===== src/rtl/led_seq_ctrl_if.sv =====
// Button/pause inputs and LED/status outputs of the LED pattern sequencer.
// master: board-side driver of the buttons; slave: led_seq_ctrl itself.
interface led_seq_ctrl_if;
  logic       btn_go;
  logic       btn_mode;
  logic       pause;
  logic [7:0] LED_Out;
  logic [1:0] mode;
  logic       busy;
  logic       done;

  modport master (
    output btn_go, btn_mode, pause,
    input  LED_Out, mode, busy, done
  );

  modport slave (
    input  btn_go, btn_mode, pause,
    output LED_Out, mode, busy, done
  );
endinterface


===== src/rtl/led_seq_ctrl.sv =====
// LED pattern sequencer: debounced go/mode buttons, four patterns, timed runs with pause.
// Define LED_SEQ_LOOP_EN to cycle through modes continuously instead of stopping after a run.
module led_seq_ctrl #(
  parameter int unsigned TICK_CYC  = 2_500_000,
  parameter int unsigned RUN_TICKS = 20,
  parameter int unsigned DB_CYC    = 250_000
) (
  input  logic           CLK,
  input  logic           start,
  led_seq_ctrl_if.slave  bus
);

  localparam logic [31:0] PRESC_LAST = 32'(TICK_CYC - 1);
  localparam logic [15:0] TICK_LAST  = 16'(RUN_TICKS - 1);
  localparam logic [31:0] DB_LAST    = 32'(DB_CYC - 1);

  typedef enum logic [1:0] {
    S_IDLE,
    S_RUN,
    S_PAUSE,
    S_DONE
  } state_t;

  // Button conditioning: index 0 = go, index 1 = mode.
  logic [1:0]  btn_raw;
  logic [1:0]  sync1_q, sync2_q;
  logic [1:0]  db_lvl_q;
  logic [1:0]  db_pulse_q;
  logic [31:0] db_cnt_q [2];
  logic        go_p, mode_p;

  assign btn_raw = {bus.btn_mode, bus.btn_go};
  assign go_p    = db_pulse_q[0];
  assign mode_p  = db_pulse_q[1];

  always_ff @(posedge CLK or negedge start) begin
    if (!start) begin
      sync1_q    <= '0;
      sync2_q    <= '0;
      db_lvl_q   <= '0;
      db_pulse_q <= '0;
      for (int unsigned i = 0; i < 2; i++) db_cnt_q[i] <= '0;
    end else begin
      sync1_q    <= btn_raw;
      sync2_q    <= sync1_q;
      db_pulse_q <= '0;
      for (int unsigned i = 0; i < 2; i++) begin
        if (sync2_q[i] == db_lvl_q[i]) begin
          db_cnt_q[i] <= '0;
        end else if (db_cnt_q[i] == DB_LAST) begin
          // Level accepted; the pulse rides on the same edge so it lands 2+DB_CYC after the input.
          db_cnt_q[i]   <= '0;
          db_lvl_q[i]   <= sync2_q[i];
          db_pulse_q[i] <= sync2_q[i];
        end else begin
          db_cnt_q[i] <= db_cnt_q[i] + 32'd1;
        end
      end
    end
  end

  // Sequencer state
  state_t      state_q, state_d;
  logic [7:0]  led_q, led_d;
  logic [1:0]  mode_q, mode_d;
  logic [31:0] presc_q, presc_d;
  logic [15:0] tick_q, tick_d;
  logic        dir_up_q, dir_up_d;
  logic        done_q, done_d;

  logic [1:0]  mode_inc;
  logic [7:0]  step_led;
  logic        step_up;

  assign mode_inc = mode_q + 2'd1;

  function automatic logic [7:0] seed_of(input logic [1:0] m);
    unique case (m)
      2'd0: seed_of = 8'b0000_1111;
      2'd1: seed_of = 8'b0000_0001;
      2'd2: seed_of = 8'b0000_0001;
      2'd3: seed_of = 8'hFF;
    endcase
  endfunction

  // Next pattern value for one step of the current mode.
  always_comb begin
    step_led = led_q;
    step_up  = dir_up_q;
    unique case (mode_q)
      2'd0: step_led = {led_q[0], led_q[7:1]};
      2'd1: step_led = {led_q[6:0], led_q[7]};
      2'd2: begin
        // Reverse at the ends: up stops at bit7, down stops at bit0.
        step_up  = dir_up_q ? ~led_q[7] : led_q[0];
        step_led = step_up ? {led_q[6:0], 1'b0} : {1'b0, led_q[7:1]};
      end
      2'd3: step_led = ~led_q;
    endcase
  end

  always_comb begin
    state_d  = state_q;
    led_d    = led_q;
    mode_d   = mode_q;
    presc_d  = presc_q;
    tick_d   = tick_q;
    dir_up_d = dir_up_q;
    done_d   = 1'b0;

    unique case (state_q)
      S_IDLE: begin
        led_d = '0;
        if (go_p) begin
          state_d  = S_RUN;
          led_d    = seed_of(mode_q);
          presc_d  = '0;
          tick_d   = '0;
          dir_up_d = 1'b1;
        end else if (mode_p) begin
          mode_d = mode_inc;
        end
      end

      S_RUN, S_PAUSE: begin
        if (go_p) begin
`ifdef LED_SEQ_LOOP_EN
          state_d = S_IDLE;
          led_d   = '0;
          presc_d = '0;
          tick_d  = '0;
`else
          state_d  = S_RUN;
          led_d    = seed_of(mode_q);
          presc_d  = '0;
          tick_d   = '0;
          dir_up_d = 1'b1;
`endif
        end else if (bus.pause) begin
          state_d = S_PAUSE;
        end else if (state_q == S_PAUSE) begin
          // Resume edge does not count; the prescaler continues from its held value next cycle.
          state_d = S_RUN;
        end else if (presc_q == PRESC_LAST) begin
          presc_d = '0;
          if (tick_q == TICK_LAST) begin
`ifdef LED_SEQ_LOOP_EN
            mode_d   = mode_inc;
            led_d    = seed_of(mode_inc);
            tick_d   = '0;
            dir_up_d = 1'b1;
            done_d   = 1'b1;
`else
            state_d = S_DONE;
            led_d   = '0;
            tick_d  = '0;
            done_d  = 1'b1;
`endif
          end else begin
            led_d    = step_led;
            dir_up_d = step_up;
            tick_d   = tick_q + 16'd1;
          end
        end else begin
          presc_d = presc_q + 32'd1;
        end
      end

      S_DONE: begin
        state_d = S_IDLE;
        led_d   = '0;
      end
    endcase
  end

  always_ff @(posedge CLK or negedge start) begin
    if (!start) begin
      state_q  <= S_IDLE;
      led_q    <= '0;
      mode_q   <= '0;
      presc_q  <= '0;
      tick_q   <= '0;
      dir_up_q <= 1'b1;
      done_q   <= 1'b0;
    end else begin
      state_q  <= state_d;
      led_q    <= led_d;
      mode_q   <= mode_d;
      presc_q  <= presc_d;
      tick_q   <= tick_d;
      dir_up_q <= dir_up_d;
      done_q   <= done_d;
    end
  end

  assign bus.LED_Out = led_q;
  assign bus.mode    = mode_q;
  assign bus.busy    = (state_q == S_RUN) || (state_q == S_PAUSE);
  assign bus.done    = done_q;

endmodule


===== src/flat_wrapper.sv =====
// flat-port wrapper written by rule: the top's interface ports become plain ports
module led_seq_ctrl_flat 
#(
  parameter int unsigned TICK_CYC  = 2_500_000,
  parameter int unsigned RUN_TICKS = 20,
  parameter int unsigned DB_CYC    = 250_000
)
  (CLK, start, bus_btn_go, bus_btn_mode, bus_pause, bus_LED_Out, bus_mode, bus_busy, bus_done);
  led_seq_ctrl_if bus_i ();
  input  logic CLK;
  input  logic start;
  input wire logic [$bits(bus_i.btn_go)-1:0] bus_btn_go;
  input wire logic [$bits(bus_i.btn_mode)-1:0] bus_btn_mode;
  input wire logic [$bits(bus_i.pause)-1:0] bus_pause;
  output wire logic [$bits(bus_i.LED_Out)-1:0] bus_LED_Out;
  output wire logic [$bits(bus_i.mode)-1:0] bus_mode;
  output wire logic [$bits(bus_i.busy)-1:0] bus_busy;
  output wire logic [$bits(bus_i.done)-1:0] bus_done;
  assign bus_i.btn_go = bus_btn_go;
  assign bus_i.btn_mode = bus_btn_mode;
  assign bus_i.pause = bus_pause;
  assign bus_LED_Out = bus_i.LED_Out;
  assign bus_mode = bus_i.mode;
  assign bus_busy = bus_i.busy;
  assign bus_done = bus_i.done;
  led_seq_ctrl #(.TICK_CYC(TICK_CYC), .RUN_TICKS(RUN_TICKS), .DB_CYC(DB_CYC)) u_core (.CLK(CLK), .start(start), .bus(bus_i));
endmodule

===== config.mk =====
export PLATFORM = sky130hd
export DESIGN_NAME = led_seq_ctrl_flat
export DESIGN_NICKNAME = d
export VERILOG_FILES = /design/src/rtl/led_seq_ctrl_if.sv /design/src/rtl/led_seq_ctrl.sv /design/src/flat_wrapper.sv
export SDC_FILE = /design/constraint.sdc
export NUM_CORES = 1
export LEC_CHECK = 0
export ABC_AREA = 0
export CAP_MARGIN = 20
export CORE_ASPECT_RATIO = 0.6
export CORE_UTILIZATION = 35
export CTS_CLUSTER_DIAMETER = 40
export DETAILED_ROUTE_END_ITERATION = 8
export PLACE_DENSITY = 0.53
export SKIP_LAST_GASP = 1
export SLEW_MARGIN = 25
export SYNTH_ARGS = -nofsm -noshare
export SYNTH_HDL_FRONTEND = slang
export SYNTH_SLANG_ARGS = --single-unit

===== constraint.sdc =====
create_clock -name CLK -period 6.39 [get_ports CLK]
set_clock_uncertainty 0.1 [all_clocks]
set_input_delay 1.5975 -clock CLK [delete_from_list [all_inputs] [get_ports CLK]]
set_output_delay 1.5975 -clock CLK [all_outputs]
set_load 0.03 [all_outputs]

# ---- Word-level counts from Yosys, hierarchy flattened
# Index checks and enable logic that the tools add are counted.
dict set report totals {
  input_bits 5
  word_cells 111
  ff_bits 134
}
dict set report classes {
  bitwise 5
  reduce_logical 14
  n_eq_ne 20
  n_addsub 5
  n_mux 53
}
# operator count
set ops {}
lappend ops {{$mux W32} 9}
lappend ops {{$add A32 B1 Y32 const B} 3}
lappend ops {{$mux W16} 6}
lappend ops {{$eq A32 B18 Y1 const B} 2}
lappend ops {{$pmux W32 S2} 1}
lappend ops {{$mux W8} 7}
lappend ops {{$pmux W8 S3} 2}
lappend ops {{$eq A32 B22 Y1 const B} 1}
lappend ops {{$pmux W16 S2} 1}
lappend ops {{$pmux W8 S4} 1}
lappend ops {{$mux W1} 18}
lappend ops {{$add A16 B1 Y16 const B} 1}
lappend ops {{$eq A16 B5 Y1 const B} 1}
lappend ops {{$mux W2} 6}
lappend ops {{$ne A3 B2 Y1 const B} 4}
lappend ops {{$ne A5 B2 Y1 const B} 2}
lappend ops {{$reduce_and A3 Y1} 3}
lappend ops {{$eq A2 B2 Y1 const B} 4}
lappend ops {{$not A8 Y8} 1}
lappend ops {{$reduce_and A7 Y1} 1}
lappend ops {{$pmux W2 S3} 1}
lappend ops {{$reduce_and A5 Y1} 1}
lappend ops {{$eq A2 B1 Y1 const B} 2}
lappend ops {{$logic_not A2 Y1} 2}
lappend ops {{other kinds (11)} 17}

# ---- Depth between registers and ports, before layout
dict set report logic_depth {
  ltp_word 10
  mapped_depth 8
}

# ---- Least setup slack after synthesis
# OpenSTA, ideal clock, no wires.
dict set report synth_timing {
  path_type {input port to flip-flop}
  start {input port bus_pause}
  end {register u_core.tick_q[6]}
  arrival_time_ps 3232
  setup_time_ps 82
  path_slack_ps 2977
  cell_stages 6
  cell_sequence {clkbuf_1 or4b_1 o31a_1 nor4_2 a41oi_1 a31oi_1}
}
dict set report synth_via {
  elab_chain_cells 2
}
# element line
set synth_rtl {}
lappend synth_rtl {{start, declared} flat_wrapper.sv:14} ;# input wire logic [$bits(bus_i.pause)-1:0] bus_pause;
lappend synth_rtl {{$ne A3 B2 Y1 (no source line)} --}
lappend synth_rtl {{$reduce_and A5 Y1 (no source line)} --}
lappend synth_rtl {{end signal, assigned} led_seq_ctrl.sv:190} ;# tick_q <= tick_d;
lappend synth_rtl {{end, declared} led_seq_ctrl.sv:67} ;# logic [15:0] tick_q, tick_d;
# No other way between the ends.
# A chain may end at the register's enable or synchronous reset.

# ---- Final worst setup path
dict set report layout_timing {
  start {input port bus_pause}
  end {register u_core.presc_q[14]}
}
dict set report layout_via {
  elab_chain_cells 2
}
# element line
set layout_rtl {}
lappend layout_rtl {{$ne A3 B2 Y1 (no source line)} --}
lappend layout_rtl {{$reduce_and A4 Y1 (no source line)} --}
lappend layout_rtl {{end signal, assigned} led_seq_ctrl.sv:189} ;# presc_q <= presc_d;
lappend layout_rtl {{end, declared} led_seq_ctrl.sv:66} ;# logic [31:0] presc_q, presc_d;
# No other way between the ends.

==> reports/metrics.csv <==
stage;metric;value;unit
timing;hold_viol;0;
setup_path;cpPeakStageDelay;0.91;ns
min_path;min_to;u_core.sync2_q[0];
timing;setup_tns;0;ns
yosys;synth.most_common_cell;dfrtp_1;
clocking;cts_sinks;134;
yosys;synthArstFlopShare;1.00;
place;dp_hpwl;12100;um
yosys;ys_top_cells_by_count;133 x dfrtp_1, 103 x nor2_1, 44 x nand3_1, 44 x nand4_1, 40 x nand2_1;
yosys;syn_area;7400;um2
cells_and_area;fin_area;8460;um2
floorplan;die_h;115;um
setup_path;critical_path_class;input pin to flop;
timing;final_max_slew_viol_count;0;
cells_and_area;layout.cells.non_filler;1091;
detailed_routing;finalWirelength;17800;um
timing;layout_min_cycle_time;3.95;ns
clocking;htreeDepth;4;
power_and_ir_drop;leakage;3.37;nW
power_and_ir_drop;irDropWorstVdd;0.000217;V
detailed_routing;drc;0;
power_and_ir_drop;comb_power_share;0.018;
setup_path;worst_ep_required_time;6.55;ns
detailed_routing;drt-vias-per-instance;5.51;
setup_path;crit_fanout;25;
setup_path;worstSetupEndpointType;flop;
timing;fin_ws;2.44;ns
clocking;post_cts_resized;0;
clocking;clockBufferDepth;2;
setup_path;critical-path-top-delay-family;simple AND/OR/NAND/NOR gates;
setup_path;rr_endpoint;u_core.presc_q[14];
setup_path;rr_worst_depth;6;
cells_and_area;fillers;2000;
clocking;clk-insertion-delay-late;0.42;ns
setup_path;crit_chain;clkdlybuf4s50_1, a211oi_2, and2_1, nor2_1;
setup_path;r2r_start;u_core.state_q[0];
yosys;synth_top_cells_by_area;dfrtp_1 45%, nor2_1 5.2%, xnor2_1 4.6%, xor2_1 4.4%, nand4_1 3.7%;
detailed_routing;vias;6014;
yosys;synth_ff_type;dfrtp_1;
timing;setup_viol;0;
yosys;syn_inst;797;
detailed_routing;avgRoutedWirePerCell;16.4;um
floorplan;core_area;20400;um2
job;max_cap_viol_count;0;
cells_and_area;final_core_util;0.415;
power_and_ir_drop;p_clk_frac;0.543;
timing;fmax;0.253;GHz
min_path;hp-class;flop to flop;
cells_and_area;fin_nets;823;
setup_path;reg2reg_setup_slack;2.92;ns
power_and_ir_drop;seq_power_share;0.439;
yosys;ys_types;59;
floorplan;fp-row-count;40;
yosys;yosysTopAreaCell;dfrtp_1;
power_and_ir_drop;power_density;231;nW/um2
timing;tightest_slew;1.04;ns
clocking;postCtsSetupBuffers;0;
global_routing;antenna_found_initial;0;
cells_and_area;antenna-diode-count;0;
yosys;ys_seq_area_frac;0.453;
global_routing;grt_pass1_wl;30500;um
place;port_buffers;16;
global_routing;grt_pass1_vias;5591;
timing;timing.hold.ws;0.247;ns
floorplan;die_w;190;um
clocking;cts.clk_slew.worst_paths;0.06;ns
min_path;min_path_cells;0;
yosys;synth_top_area_frac;0.449;
place;dpl_cell_area;7830;um2
timing;rsz0062_at_grt;false;
timing;slew_headroom;0.303;
place;place_ws;2.06;ns
floorplan;start_util;0.364;
cells_and_area;area_growth;14.2;%
yosys;avgSynthCellArea;9.29;um2
setup_path;cp_num_buf_inv;1;
yosys;synth_nets;815;
floorplan;die_area;21800;um2
power_and_ir_drop;p_sw;415;uW
detailed_routing;firstDrtPassIters;5;
detailed_routing;antenna_left;0;
clocking;postCtsHoldBufs;0;
outcome;status;finished clean;
yosys;synth_edf_count;0;
place;routabilityCongestion;0.825;
detailed_routing;drt_iter0_drc;533;
setup_path;cp.arrival;4.11;ns
clocking;cts_tree;yes;
setup_path;crit_slowest_cell;a211oi_2;
global_routing;grt_max_degree;77;
place;place_inst;1059;
power_and_ir_drop;swShare;0.213;
power_and_ir_drop;total_power;1.95;mW
setup_path;path_depth;4;
global_routing;grt_use_total;0.179;
timing;fin_crit_sh;0.618;
clocking;cts-root-buf;clkbuf_16;
cells_and_area;final_layout_size_suffix_gt1_frac;0.0709;
setup_path;start_kind;input pin;
yosys;ys_ff_latch;134;
clocking;cts_buffers;17;
floorplan;io_pins;17;
yosys;yosysWarnings;0;
power_and_ir_drop;internal_power;1.54;mW
global_routing;gr-total-overflow;0;
min_path;hold_start;u_core.sync1_q[0];
## power by group through the flow
stage / clock network, mW / registers, mW / logic [mW]
6_report: 1.06 / 0.857 / 0.0346
5_1_grt: 1.12 / 0.857 / 0.0415
4_1_cts: 1.08 / 0.857 / 0.0370
3_5_place_dp: 0 / 0.872 / 0.0369
3_3_place_gp: 0 / 0.872 / 0.0359
2_1_floorplan: 0 / 0.871 / 0.0120
## state kept, by name, indices dropped and copies added, names as in the netlist
signal              cells
u_core.db_lvl_q         2
u_core.bus.done         1
u_core.db_pulse_q       2
u_core.tick_q          16
u_core.db_cnt_q        64
u_core.bus.LED_Out      8
u_core.state_q          2
u_core.dir_up_q         1
u_core.sync2_q          2
u_core.bus.mode         2
u_core.presc_q         32
u_core.sync1_q          2
## worst max-delay path by stage
stage	startpoint	to
2_1_floorplan	bus_pause	u_core.tick_q[6]
3_3_place_gp	bus_pause	u_core.presc_q[7]
3_5_place_dp	bus_pause	u_core.tick_q[7]
4_1_cts	bus_pause	u_core.presc_q[14]
5_1_grt	bus_pause	u_core.presc_q[14]
6_report	bus_pause	u_core.presc_q[14]
## cell type report
type	instances	area, um2	area share
Clock buffer	21	460	0.0544
Clock inverter	11	173	0.0204
Inverter	24	90.1	0.0106
Multi-Input combinational cell	607	3830	0.453
Sequential cell	134	3350	0.397
Tap cell	273	342	0.0404
Timing Repair Buffer	21	206	0.0244
## cells in the final DEF (no fill, tap or decap), types with 3 or more instances in the layout
| cell type | instances |
|---|---|
| o21ai_0 | 29 |
| o21a_1 | 7 |
| and2_1 | 11 |
| nor3_1 | 18 |
| and3_1 | 21 |
| nor2_1 | 103 |
| o211ai_1 | 4 |
| nor2b_1 | 4 |
| o31ai_1 | 13 |
| nand2b_1 | 13 |
| a31oi_1 | 7 |
| nand4_1 | 44 |
| nor4_1 | 32 |
| nand2_1 | 40 |
| a21o_1 | 6 |
| dfrtp_1 | 133 |
| mux2_2 | 3 |
| or3_1 | 13 |
| and4_1 | 13 |
| a31o_2 | 4 |
| nand3_1 | 44 |
| xnor2_1 | 39 |
| nor4b_1 | 12 |
| clkinv_4 | 3 |
| bufinv_16 | 4 |
| clkdlybuf4s50_1 | 15 |
| clkbuf_16 | 17 |
| inv_1 | 24 |
| xor2_1 | 37 |
| a21oi_1 | 26 |
| a41oi_1 | 7 |
| a221oi_1 | 5 |
| ha_1 | 13 |
| buf_4 | 4 |
| or2_2 | 3 |
## worst reg2reg max path: stages, from the launching register on
cell,delay [ns]
dfrtp_1,0.40
inv_1,0.11
ha_1,0.45
nor2b_1,0.30
a211oi_2,0.93
and2_1,0.88
nor2_1,0.15
## per-layer routing
| metal | share of wire | track usage | vias up |
|---|---|---|---|
| met5 | 0 | 0 | - |
| met4 | 0.014 | 0.0591 | 0 |
| met3 | 0.052 | 0.0365 | 22 |
| met2 | 0.37 | 0.224 | 151 |
| met1 | 0.57 | 0.291 | 2882 |
| li1 | - | - | 2959 |
## cells by family after synthesis
logic type               Yosys count  share of synthesized area
adder cells (fa/ha/maj)           13                     0.0220
AO/OA/AOI/OAI                    130                      0.120
flip-flops                       134                      0.453
XOR/XNOR                          76                     0.0899
multiplexers                       5                    0.00727
AND/OR/NAND/NOR                  383                      0.277
buffers and inverters             56                     0.0301
Power figures use the tool's default switching activity.
